--- src/rtl/serial_add_ctrl.sv ---
// serial_add_ctrl: bit-serial adder sequencer.
// Adds two WIDTH-bit unsigned operands LSB first through a single full-adder
// slice (two half-adder stages plus a carry flop), one bit per clock, behind a
// start/done handshake. The visible sum/cout only change when a new result is
// complete; the running sum is built in a separate shadow shift register.
module serial_add_ctrl #(
    parameter int WIDTH = 8
) (
    input  logic             clk,
    input  logic             rst_n,
    input  logic             start,
    input  logic [WIDTH-1:0] a,
    input  logic [WIDTH-1:0] b,
    output logic             busy,
    output logic             done,
    output logic [WIDTH-1:0] sum,
    output logic             cout
);

    localparam int CNT_W = (WIDTH > 2) ? $clog2(WIDTH) : 1;
    localparam logic [CNT_W-1:0] CNT_LAST = CNT_W'(WIDTH - 1);
    localparam logic [CNT_W-1:0] CNT_ONE  = CNT_W'(1);

    typedef enum logic [1:0] {
        ST_IDLE = 2'd0,
        ST_RUN  = 2'd1,
        ST_DONE = 2'd2
    } state_t;

    // Half adder: returns {carry, sum}.
    function automatic logic [1:0] half_add(input logic x, input logic y);
        half_add = {x & y, x ^ y};
    endfunction

    state_t           state_r;
    logic [WIDTH-1:0] a_sh_r;
    logic [WIDTH-1:0] b_sh_r;
    logic [WIDTH-1:0] sum_sh_r;
    logic             carry_r;
    logic [CNT_W-1:0] cnt_r;
    logic             busy_r;
    logic             done_r;
    logic [WIDTH-1:0] sum_r;
    logic             cout_r;

    logic [1:0]       ha1_s;
    logic [1:0]       ha2_s;
    logic             sum_bit_s;
    logic             carry_next_s;

    // Full-adder slice on the current LSBs: two half adders, carries ORed.
    always_comb begin
        ha1_s        = 2'b00;
        ha2_s        = 2'b00;
        sum_bit_s    = 1'b0;
        carry_next_s = 1'b0;
        ha1_s        = half_add(a_sh_r[0], b_sh_r[0]);
        ha2_s        = half_add(ha1_s[0], carry_r);
        sum_bit_s    = ha2_s[0];
        carry_next_s = ha1_s[1] | ha2_s[1];
    end

    // Sequencer FSM with registered handshake and result outputs.
    always_ff @(posedge clk) begin
        if (!rst_n) begin
            state_r  <= ST_IDLE;
            a_sh_r   <= {WIDTH{1'b0}};
            b_sh_r   <= {WIDTH{1'b0}};
            sum_sh_r <= {WIDTH{1'b0}};
            carry_r  <= 1'b0;
            cnt_r    <= {CNT_W{1'b0}};
            busy_r   <= 1'b0;
            done_r   <= 1'b0;
            sum_r    <= {WIDTH{1'b0}};
            cout_r   <= 1'b0;
        end else begin
            // Outputs follow the state one edge later, so busy and done can
            // never overlap and done is a single-cycle pulse.
            busy_r <= (state_r == ST_RUN);
            done_r <= (state_r == ST_DONE);

            // Publish the finished result only when leaving DONE; during a
            // following RUN the previous result stays visible.
            if (state_r == ST_DONE) begin
                sum_r  <= sum_sh_r;
                cout_r <= carry_r;
            end else begin
                sum_r  <= sum_r;
                cout_r <= cout_r;
            end

            case (state_r)
                ST_IDLE: begin
                    if (start) begin
                        a_sh_r   <= a;
                        b_sh_r   <= b;
                        sum_sh_r <= {WIDTH{1'b0}};
                        carry_r  <= 1'b0;
                        cnt_r    <= {CNT_W{1'b0}};
                        state_r  <= ST_RUN;
                    end else begin
                        state_r  <= ST_IDLE;
                    end
                end
                ST_RUN: begin
                    a_sh_r   <= {1'b0, a_sh_r[WIDTH-1:1]};
                    b_sh_r   <= {1'b0, b_sh_r[WIDTH-1:1]};
                    sum_sh_r <= {sum_bit_s, sum_sh_r[WIDTH-1:1]};
                    carry_r  <= carry_next_s;
                    if (cnt_r == CNT_LAST) begin
                        cnt_r   <= {CNT_W{1'b0}};
                        state_r <= ST_DONE;
                    end else begin
                        cnt_r   <= cnt_r + CNT_ONE;
                        state_r <= ST_RUN;
                    end
                end
                ST_DONE: begin
                    // Back-to-back request is accepted exactly as from IDLE.
                    if (start) begin
                        a_sh_r   <= a;
                        b_sh_r   <= b;
                        sum_sh_r <= {WIDTH{1'b0}};
                        carry_r  <= 1'b0;
                        cnt_r    <= {CNT_W{1'b0}};
                        state_r  <= ST_RUN;
                    end else begin
                        state_r  <= ST_IDLE;
                    end
                end
                default: begin
                    state_r <= ST_IDLE;
                end
            endcase
        end
    end

    assign busy = busy_r;
    assign done = done_r;
    assign sum  = sum_r;
    assign cout = cout_r;

endmodule
--- config.mk ---
export PLATFORM = sky130hd
export DESIGN_NAME = serial_add_ctrl
export DESIGN_NICKNAME = d
export VERILOG_FILES = /design/src/rtl/serial_add_ctrl.sv
export SDC_FILE = /design/constraint.sdc
export NUM_CORES = 1
export LEC_CHECK = 0
export ABC_CLOCK_PERIOD_IN_PS = 2140
export CAP_MARGIN = 20
export CELL_PAD_IN_SITES_DETAIL_PLACEMENT = 0
export CELL_PAD_IN_SITES_GLOBAL_PLACEMENT = 1
export CORE_ASPECT_RATIO = 0.7
export CORE_MARGIN = 5
export CORE_UTILIZATION = 43
export DETAILED_ROUTE_END_ITERATION = 16
export PLACE_DENSITY_LB_ADDON = 0.12
export SKIP_CTS_REPAIR_TIMING = 1
export SYNTH_ARGS = -nofsm -noshare
export SYNTH_HDL_FRONTEND = slang
export SYNTH_SLANG_ARGS = --single-unit
--- constraint.sdc ---
create_clock -name clk -period 2.14 [get_ports clk]
set_input_delay 0.535 -clock clk [delete_from_list [all_inputs] [get_ports clk]]
set_output_delay 0.535 -clock clk [all_outputs]
set_load 0.005 [all_outputs]
==> results.ini <==
[worst_setup_path]
r2r_setup_slack_ns=0.46
critPathMaxStageDelay_ns=0.38
criticalPathCategory=register to register
r2r_start=state_r[0]
end_kind=register
setup.worst_path.start=state_r[0]
cp_num_cells=4
start_kind=register
crit_fanout=20
path_buf_inv=1
path_cells=buf_4 -> nand2b_1 -> and3_1 -> a22o_1
cp_top_family=simple AND/OR/NAND/NOR gates
arrival_ns=1.86
crit_end=sum_sh_r[0]
reg2reg_to=sum_sh_r[0]
crit_required_ns=2.32
rr_worst_depth=4
cpMaxStageDelayCell=and3_1

[yosys]
synth_cell_types=25
ys_seq_elements=41
synthArstFlopShare=0
synth_top_flop_cell=dfxtp_1
ys_seq_area_frac=0.4719
syn_inst=175
syn-num-nets=197
synth_edf_count=0
syn_area_per_cell_sq_um=9.938
syn_area_sq_um=1739
yosysWarningCount=0

[layout]
diodes=0
final_layout_size_suffix_gt1_frac=0.07921
area_delta_synth_final_pct=23.67
num-nets-final=224

[sta]
final-max-slew-violation-count=0
setup_viol=0
period_needed_ns=1.677
setup_tns_ns=0
setup_slack_ns=0.4635
max_slew_margin=0.5493
tightest_slew_ns=0.6747
fin_worst_skew_ns=0.004264
post-route-period-util=0.7834
grt_setup_unrepaired=no
hold_viol=0
fmax_mhz=596.5

[routing]
first_pass_iters=4
vias=1363
wirelength_um=3634
drt_iter0_drc=93
viasPerCell=5.366
drc=0
wire_per_inst_um=14.31
antenna_left=0

[power_and_ir_drop]
powerDensity_nw_per_um2=751.3
finalPower_mw=1.616
p_leak_nw=0.8974
vdd_ir_drop_max_mv=0.3252

[floorplan]
boundaryPins=30
dieArea_sq_um=5437
initial_core_util=0.4434
core-area_sq_um=3923
die_w_um=86.01
dieHeight_um=63.21
row_count=19

[outcome]
run_status=finished, final reports clean

[clock_network]
cts_htree_levels=2
clock_latency_ns=0.29
cts.sink_count=41
cts_tree=done
cts_max_path_buffers=2
clockRootBuffer=clkbuf_8
path_clk_slew_ns=0.07
cts_made_buffers=5

[place]
finalWeightedCongestion=0.7395
dp_hpwl_um=2479
place_ws_ns=0.3466
port_buffers=29

[hold_path]
hp-class=register to register

[global_route]
track_usage=0.1440
grt_pass1_wl_um=6147
grt_max_degree=21
grt_overflow=0
grt_pass1_vias=1268
antenna_found_initial=0

[run]
drv_cap=0

==> placed cells by master, fill, tap and decap left out <==
master           netlist  layout
inv_1                  4       4
bufinv_16              0       1
a22o_1                 4       4
clkinv_2               0       1
nand2b_1               2       2
nor2b_2                1       1
o21ai_0               15      15
nor4b_1                1       1
a31oi_1                1       1
buf_4                  2       6
nand2_1               26      26
o211a_1               14      14
nand3_1                7       7
nand2b_4               1       1
clkdlybuf4s50_1        0      29
nor2b_1                3       3
nand2_4                1       1
a21boi_0              16      16
and3_1                 2       2
o2bb2ai_1              2       2
ha_1                   2       2
dfxtp_1               41      41
fa_1                   1       1
mux2i_1               14      14
and2_1                 2       2
clkbuf_8               0       5
==> routing by layer <==
layer,GRT usage,share of wire,up-vias
met5,0,0,-
met4,0.06917,0.020,0
met3,0.04557,0.050,7
met2,0.2048,0.43,24
met1,0.1955,0.50,667
li1,-,-,665
==> sequential cells by signal (all words and copies together) (netlist names) <==
name and flops:
a_sh_r 8, b_sh_r 8, sum 8, sum_sh_r 8, cnt_r 3, state_r 2
busy 1, carry_r 1, cout 1, done 1
==> final cells by class <==
cell class / count / area, sq um
fillers: 389 / 1772
flip-flops and latches: 41 / 820.8
multi-input cells: 115 / 810.8
repair buffers: 35 / 335.3
clock buffers: 5 / 68.82
well taps: 52 / 65.06
clock inverters: 2 / 35.03
inverters: 4 / 15.01
==> how the worst min path moves through the flow <==
stage                startpoint       end  slack, ns  cells after the start
floorplan           sum_sh_r[0]    sum[0]       0.44                      2
global placement         sum[6]    sum[6]       0.45                      2
detailed placement         cout      cout       0.46                      2
CTS                        cout      cout       0.47                      2
global route           cnt_r[1]  cnt_r[1]       0.50                      1
finish                     cout      cout       0.46                      2
==> report_power, final <==
part           internal [mW]  total, mW  switching [mW]
Sequential             0.801      0.821          0.0201
Combinational          0.104      0.202          0.0980
Clock                  0.339      0.593           0.254
==> synth_stat cells, drive strengths merged, types with 3 or more instances <==
| cell type | count | area (sq um) |
|---|---|---|
| a21boi | 16 | 120.1 |
| a22o | 4 | 35.03 |
| buf | 10 | 73.81 |
| clkbuf | 5 | 18.77 |
| dfxtp | 41 | 820.8 |
| inv | 4 | 15.01 |
| mux2i | 14 | 140.1 |
| nand2 | 27 | 108.9 |
| nand2b | 3 | 26.27 |
| nand3 | 7 | 35.03 |
| nor2b | 4 | 27.53 |
| o211a | 14 | 140.1 |
| o21ai | 15 | 75.07 |
==> worst reg2reg max path, stage by stage (launching register included) <==
cell      delay (ns)
dfxtp_1         0.33
buf_4           0.30
nand2b_1        0.36
and3_1          0.38
a22o_1          0.21
==> cell families (layout without fill, tap and decap cells) <==
family / count (synthesis) / in the layout / share of synthesized area
muxes: 14 / 14 / 0.08057
DFF: 41 / 41 / 0.4719
and+or+nand+nor: 46 / 46 / 0.1331
AOI/OAI and AO/OA: 52 / 52 / 0.2266
adders and majority gates: 3 / 3 / 0.02590
buffers and inverters: 19 / 46 / 0.06186
==> metrics by stage <==
step,utilization,std cells,hold slack (ns),instance area [sq um]
6_report,0.5483,254,0.4608,2151
4_1_cts,0.5483,254,0.4662,2151
3_3_place_gp,0.5219,247,0.4486,2047
5_1_grt,0.5483,254,0.4974,2151
2_1_floorplan,-,175,0.4407,1739
3_5_place_dp,0.5219,247,0.4556,2047
(Power assumes the default switching activity.)
